===== config.mk =====
export PLATFORM = sky130hd
export DESIGN_NAME = divr1r2r3_seq
export DESIGN_NICKNAME = d
export VERILOG_FILES = /design/src/rtl/divr1r2r3_seq.sv
export SDC_FILE = /design/constraint.sdc
export NUM_CORES = 1
export LEC_CHECK = 0
export ABC_CLOCK_PERIOD_IN_PS = 4900
export CAP_MARGIN = 20
export CORE_MARGIN = 4
export CORE_UTILIZATION = 55
export DETAILED_ROUTE_END_ITERATION = 10
export GPL_TIMING_DRIVEN = 0
export HOLD_SLACK_MARGIN = 0.03
export PLACE_DENSITY = 0.81
export SKIP_LAST_GASP = 1
export SLEW_MARGIN = 10
export SYNTH_ARGS = -nofsm -noshare
export SYNTH_HDL_FRONTEND = slang
export SYNTH_SLANG_ARGS = --single-unit

===== constraint.sdc =====
create_clock -name clk -period 4.9 [get_ports clk]
set_clock_uncertainty 0.05 [all_clocks]
set_input_delay 1.47 -clock clk [delete_from_list [all_inputs] [get_ports clk]]
set_output_delay 1.47 -clock clk [all_outputs]
set_load 0.01 [all_outputs]

===== src/rtl/divr1r2r3_seq.sv =====
// Iterative restoring divider r1 = r2 / r3, remainder r4, one shift-subtract step per clock.
// Optional two's-complement operation is enabled by defining DIVR1R2R3_SIGNED_EN.
module divr1r2r3_seq #(
  parameter int WIDTH = 32,
  parameter int CNT_W = 6
) (
  input  logic             clk,
  input  logic             rst_n,
  input  logic             start,
  input  logic [WIDTH-1:0] r2,
  input  logic [WIDTH-1:0] r3,
  output logic             busy,
  output logic             done,
  output logic [WIDTH-1:0] r1,
  output logic [WIDTH-1:0] r4,
  output logic             n,
  output logic             z,
  output logic             c,
  output logic             v
);

  localparam logic [1:0] S_IDLE = 2'd0;
  localparam logic [1:0] S_CALC = 2'd1;
  localparam logic [1:0] S_FIN  = 2'd2;

  logic [1:0]       state;
  logic [CNT_W-1:0] cnt;
  logic [WIDTH-1:0] rem;
  logic [WIDTH-1:0] quo;
  logic [WIDTH-1:0] dvs;
  logic             dz;

  logic [WIDTH-1:0] a_mag;
  logic [WIDTH-1:0] b_mag;
  logic [WIDTH:0]   rem_sh;
  logic [WIDTH:0]   diff;
  logic             borrow;
  logic [WIDTH-1:0] rem_nx;
  logic [WIDTH-1:0] quo_nx;
  logic             last;
  logic [WIDTH-1:0] q_res;
  logic [WIDTH-1:0] r_res;
  logic             v_res;

`ifdef DIVR1R2R3_SIGNED_EN
  logic sq;
  logic sr;
  logic ovf;

  assign a_mag = r2[WIDTH-1] ? (~r2 + 1'b1) : r2;
  assign b_mag = r3[WIDTH-1] ? (~r3 + 1'b1) : r3;
`else
  assign a_mag = r2;
  assign b_mag = r3;
`endif

  assign busy = (state != S_IDLE);
  assign done = (state == S_FIN);
  assign last = (cnt == CNT_W'(WIDTH - 1));

  // rem < dvs holds between steps (or rem_sh[WIDTH]=0 when dvs=0), so the
  // WIDTH+1-bit difference never overflows and its MSB is the borrow.
  assign rem_sh = {rem, quo[WIDTH-1]};
  assign diff   = rem_sh - {1'b0, dvs};
  assign borrow = diff[WIDTH];
  assign rem_nx = borrow ? rem_sh[WIDTH-1:0] : diff[WIDTH-1:0];
  assign quo_nx = {quo[WIDTH-2:0], ~borrow};

  // NOTE: every always_comb output gets a default first so no latch is inferred.
  always_comb begin
    q_res = quo_nx;
    r_res = rem_nx;
    v_res = dz;
`ifdef DIVR1R2R3_SIGNED_EN
    if (sq) q_res = ~quo_nx + 1'b1;
    if (sr) r_res = ~rem_nx + 1'b1;
    if (dz) q_res = '1;
    v_res = dz | ovf;
`endif
  end

  // NOTE: sequential state uses non-blocking assignments only, so every flop
  // samples the pre-edge values regardless of statement order.
  always_ff @(posedge clk or negedge rst_n) begin
    if (!rst_n) begin
      state <= S_IDLE;
      cnt   <= '0;
      rem   <= '0;
      quo   <= '0;
      dvs   <= '0;
      dz    <= 1'b0;
      r1    <= '0;
      r4    <= '0;
      n     <= 1'b0;
      z     <= 1'b0;
      c     <= 1'b0;
      v     <= 1'b0;
`ifdef DIVR1R2R3_SIGNED_EN
      sq    <= 1'b0;
      sr    <= 1'b0;
      ovf   <= 1'b0;
`endif
    end else begin
      case (state)
        S_IDLE: begin
          if (start) begin
            state <= S_CALC;
            cnt   <= '0;
            rem   <= '0;
            quo   <= a_mag;
            dvs   <= b_mag;
            dz    <= (r3 == '0);
`ifdef DIVR1R2R3_SIGNED_EN
            sq    <= r2[WIDTH-1] ^ r3[WIDTH-1];
            sr    <= r2[WIDTH-1];
            ovf   <= (r2 == {1'b1, {(WIDTH-1){1'b0}}}) && (r3 == '1);
`endif
          end
        end
        S_CALC: begin
          rem <= rem_nx;
          quo <= quo_nx;
          cnt <= cnt + 1'b1;
          if (last) begin
            // Results land on the edge entering FIN so they are valid with done.
            state <= S_FIN;
            r1    <= q_res;
            r4    <= r_res;
            n     <= q_res[WIDTH-1];
            z     <= (q_res == '0);
            c     <= (r_res != '0);
            v     <= v_res;
          end
        end
        S_FIN:   state <= S_IDLE;
        default: state <= S_IDLE;
      endcase
    end
  end

endmodule


Word-level counts from Yosys, hierarchy flattened
Cells that the tools add are included.
{"block": "word_totals", "reg_bits": 173, "latchBits": 0, "mem_bits_rw": 0, "romBits": 0, "input_bits": 67, "word_cells": 40, "memories": 0}
{"block": "op_classes", "add_sub_neg": 2, "multipliers": 0, "div": 0, "magnitude_cmp": 0, "n_eq_ne": 5, "n_shift": 0, "muxes": 10, "bitwise_logic": 1, "n_reduce_logical": 10}
{"operator": "$pmux 32 s2", "count": 2}
{"operator": "$mux 32", "count": 3}
{"operator": "$logic_not 32->1", "count": 2}
{"operator": "$sub 33x32->33", "count": 1}
{"operator": "$reduce_bool 32->1", "count": 1}
{"operator": "$pmux 6 s2", "count": 1}
{"operator": "$reduce_and 2->1", "count": 4}
{"operator": "$add 6x1->6 const B", "count": 1}
{"operator": "$eq 6x5->1 const B", "count": 1}
{"operator": "$mux 6", "count": 1}
{"operator": "$mux 2", "count": 2}
{"operator": "$ne 2x2->1 const B", "count": 2}
{"operator": "$pmux 2 s2", "count": 1}
{"operator": "$reduce_bool 2->1", "count": 2}
{"operator": "$eq 2x1->1 const B", "count": 1}
{"operator": "$eq 2x2->1 const B", "count": 1}
{"operator": "$logic_not 2->1", "count": 1}
{"operator": "$not 1->1", "count": 1}

Depth between registers and ports, before layout
{"block": "logic_depth", "ltp_word": 3, "depth_mapped": 15}

Least setup slack after synthesis
No wires, ideal clock.
{"block": "synth_path", "kind": "reg2reg", "from": "register quo[31]", "to": "register c", "setup_ns": 0.134, "t_arrival_ns": 3.296, "required_ns": 4.716, "setup_slack_ns": 1.420, "path_stages_with_launch": 15, "path_cell_list": "dfrtp_1 inv_1 ha_1 inv_1 fa_1 a211oi_4 o21a_2 xnor2_1 or4_1 or4_1 a2111oi_2 nand3_1 o41ai_2 and4b_1 a31oi_1"}
{"block": "synth_via", "elab_chain_len": 3}
{"item": "start, declared", "line_no": "29", "rtl": "logic [WIDTH-1:0] quo;"}
{"item": "start signal, assigned", "line_no": "110", "rtl": "quo <= a_mag;"}
{"item": "start signal, assigned", "line_no": "122", "rtl": "quo <= quo_nx;"}
{"item": "$sub 33x32->33", "line_no": "64", "rtl": "assign diff = rem_sh - {1'b0, dvs};"}
{"item": "$mux 32 (*)", "line_no": "66", "rtl": "assign rem_nx = borrow ? rem_sh[WIDTH-1:0] : diff[WIDTH-1:0];"}
{"item": "$reduce_bool 32->1 (*)", "line_no": "131", "rtl": "c <= (r_res != '0);"}
{"item": "end signal, assigned", "line_no": "131"}
{"item": "end, declared", "line_no": "18", "rtl": "output logic c,"}
Every way passes the cells marked *; elsewhere a longest branch is shown, timed or not.
A chain may end at the register's enable or synchronous reset.

Worst setup path in the final report
{"block": "layout_path", "from": "register quo[31]", "to": "register r4[13]"}
{"block": "layout_via", "elab_chain_len": 2}
{"item": "$sub 33x32->33", "line_no": "64"}
{"item": "$mux 32", "line_no": "66"}
{"item": "end signal, assigned", "line_no": "128", "rtl": "r4 <= r_res;"}
{"item": "end, declared", "line_no": "15", "rtl": "output logic [WIDTH-1:0] r4,"}
Every way passes these cells.

==> reports/qor.yml <==
run:
  maxCapViolations: 0
setup_path:
  r2r-end: "r4[13]$_DFFE_PN0P_"
  ff2ff_path_depth: 14
  r2r_slack_ns: 0.77
  critPathArrivalTime_ns: 4.38
  rr_startpoint: "quo[31]$_DFFE_PN0P_"
  critPathCaptureType: "flip-flop"
  worst-setup-path-type: "reg -> reg"
  cp.required_ns: 5.16
  cp_max_fo: 10
  worst_setup_path_start_kind: "flip-flop"
die:
  core-area_um2: 16100
  die_area_um2: 18600
  rows: 46
  io_pins: 137
  start_util_pct: 56.6
  die_w_um: 137
  die_y_um: 137
cts:
  postCtsSetupRepairBufs: 0
  clock_latency_ns: 0.44
  clk_path_buf_depth: 2
  hold_buffers: 0
  htree_levels: 4
  cts_buffers: 17
  clkSlewWorstSetupHoldPaths_ns: 0.07
  cts_sinks: 172
  ctsRootBufferMaster: "clkbuf_16"
  cts_tree: "done"
  post_cts_resized: 0
grt:
  antenna_found_initial: 0
  grt_pass1_vias: 8307
  grt_pass1_wl_um: 43600
  grt_overflow: 0
  grt_max_degree: 108
  track_usage_pct: 30.2
synth:
  yosysSeqAreaShare_pct: 47.4
  syn_area_um2: 9090
  ys.flop_type: "dfrtp_1"
  synth_edf_count: 0
  synth_nets: 1141
  ys_ff_latch: 172
  syn-instance-count: 1040
  async_flop_share_pct: 100
  ys.warnings.count: 0
  syn_avg_cell_area_um2: 8.74
  synth.distinct_cells: 64
timing:
  finalCritPeriodShare_pct: 84.2
  rsz0062_at_grt: "no"
  finalHoldViolCount: 0
  max_freq_mhz: 242
  slew_viol_final: 0
  slew_headroom_pct: 44.9
  fin_crit_ns: 4.13
  holdWs_ns: 0.424
  worst_slew_pin_slew_ns: 0.819
  setup_viol: 0
place:
  dp_cells: 1393
  port_buffers: 136
  place_area_um2: 10800
  dpl.hpwl_um: 20300
  place.gp.congestion: 0.930
route:
  wl_per_cell_um: 18.9
  dr.pass1.iters: 5
  remaining_drc_errors: 0
  first_iter_violations: 642
  vias_per_cell: 5.84
  finalWirelength_um: 26900
  via_count: 8315
  ant_nets: 0
layout:
  final_cell_mix: "nand2_1 (209), dfrtp_1 (172), clkdlybuf4s50_1 (135)"
  stdcell_area_um2: 11400
  stdcell_count: 1425
  nets: 1297
  antenna_cells: 0
  multi_input_area_um2: 4330
  register_area_um2: 4300
  drive_gt1_share_pct: 4.88
  fillCellCount: 1259
  layout_commonest_cell: "nand2_1"
  areaGrowthSynthToFinish_pct: 25.0
  fin_util_pct: 70.8
pwr:
  cellPowerDensity_nw_per_um2: 734
  switching_power_mw: 3.91
  intPower_mw: 4.43
  p_seq_share_pct: 27.1
  p_leak_nw: 4.85
  switching_share_pct: 46.9
  peakVddDrop_mv: 0.389
  pwr-share-clk_pct: 16.9
  p_comb_share_pct: 56.0
worst_hold_path:
  holdPathStages: 2
  hold_start: "r1[7]$_DFFE_PN0P_"
  whs_endpoint: "r1[7]$_DFFE_PN0P_"
  min_path_type: "reg -> reg"
run_status:
  status: "completed"
-- area by class of cell --
cell class / count / area share (%)
buffer: 55 / 2.31
clock buffer: 18 / 3.86
clock inverter: 14 / 1.51
inverter: 47 / 1.67
multi-input combinational: 766 / 38.1
sequential: 172 / 37.9
tap: 216 / 2.38
timing repair buffer: 137 / 12.3
-- routing by layer --
metal / vias up / track usage (%) / routed length, µm
li1: 3943 / - / -
met1: 4015 / 41.6 / 11600
met2: 301 / 48.0 / 12700
met3: 56 / 5.55 / 1890
met4: 0 / 11.4 / 824
met5: - / 0 / 0
-- through the flow --
stage	total power [mW]	setup slack [ns]	TNS (ns)
after CTS	8.26	0.837	0
after global placement	6.71	-4.59	-787.82
after floorplan	5.52	1.42	0
final	8.34	0.772	0
after global routing	8.92	0.554	0
after detailed placement	6.81	0.832	0
-- registers in the layout, summed over array words and instances, names as in the netlist --
| signal | cells |
|---|---|
| state | 2 |
| dz | 1 |
| r1 | 32 |
| z | 1 |
| r4 | 32 |
| c | 1 |
| cnt | 6 |
| v | 1 |
| dvs | 32 |
| rem | 32 |
| quo | 32 |
-- synth_stat cells (3+ instances only) --
master	count	area (µm²)
or4_1	4	30.0
inv_1	43	161
nor3_1	12	60.1
o211ai_1	3	22.5
xor2_1	13	114
nand2_1	209	785
mux2i_1	30	300
nor4_1	24	150
nor2_1	91	342
o21bai_1	5	37.5
a22oi_1	3	22.5
buf_1	7	26.3
clkbuf_1	39	146
dfrtp_1	172	4300
o21ai_1	32	160
nand2b_1	3	18.8
ha_1	33	413
o41ai_1	4	35.0
xnor2_1	17	149
nand4_1	15	93.8
o31ai_1	7	52.6
o21ai_0	104	521
or3_1	3	18.8
a31oi_1	5	31.3
a21oi_1	37	185
o22ai_1	30	188
buf_4	3	22.5
a21o_1	4	30.0
nand3_1	41	205
o21a_1	3	22.5
-- power by group through the flow --
stage                     logic (mW)  clock network [mW]  registers, mW
after floorplan                 3.39                   0           2.13
after global placement          4.46                   0           2.25
after detailed placement        4.55                   0           2.26
after CTS                       4.60                1.42           2.24
after global routing            5.13                1.49           2.30
final                           4.67                1.41           2.26
-- worst max-delay path, cell delays in order (launching register included) --
cell and delay [ns]:
dfrtp_1 0.43, inv_1 0.11, ha_1 0.17, inv_1 0.05, fa_1 0.43, a211oi_4 0.30, o211ai_1 0.19, a22oi_1 0.31
nor2b_4 0.27, o21bai_1 0.21, xor2_2 0.36, buf_2 0.33, buf_4 0.27, mux2i_1 0.41, o21ai_1 0.09
-- cells by family after synthesis --
family	after synthesis	share of synthesized area, %
AND/OR/NAND/NOR	415	19.9
AO/OA/AOI/OAI	255	16.5
flip-flops	172	47.4
buffers and inverters	102	4.98
adder cells (fa/ha/maj)	34	4.76
XOR/XNOR	31	3.07
multiplexers	31	3.43
-- worst max-delay path by stage --
| stage | from | end | slack, ns | depth (start not counted) |
|---|---|---|---|---|
| after floorplan | quo[31]$_DFFE_PN0P_ | c$_DFFE_PN0P_ | 1.42 | 14 |
| after global placement | rst_n | dvs[29]$_DFFE_PN0P_ | -4.59 | 1 |
| after detailed placement | quo[31]$_DFFE_PN0P_ | r4[13]$_DFFE_PN0P_ | 0.83 | 14 |
| after CTS | quo[31]$_DFFE_PN0P_ | r4[13]$_DFFE_PN0P_ | 0.84 | 14 |
| after global routing | quo[31]$_DFFE_PN0P_ | rem[13]$_DFFE_PN0P_ | 0.55 | 14 |
| final | quo[31]$_DFFE_PN0P_ | r4[13]$_DFFE_PN0P_ | 0.77 | 14 |
(Power assumes the default switching activity.)
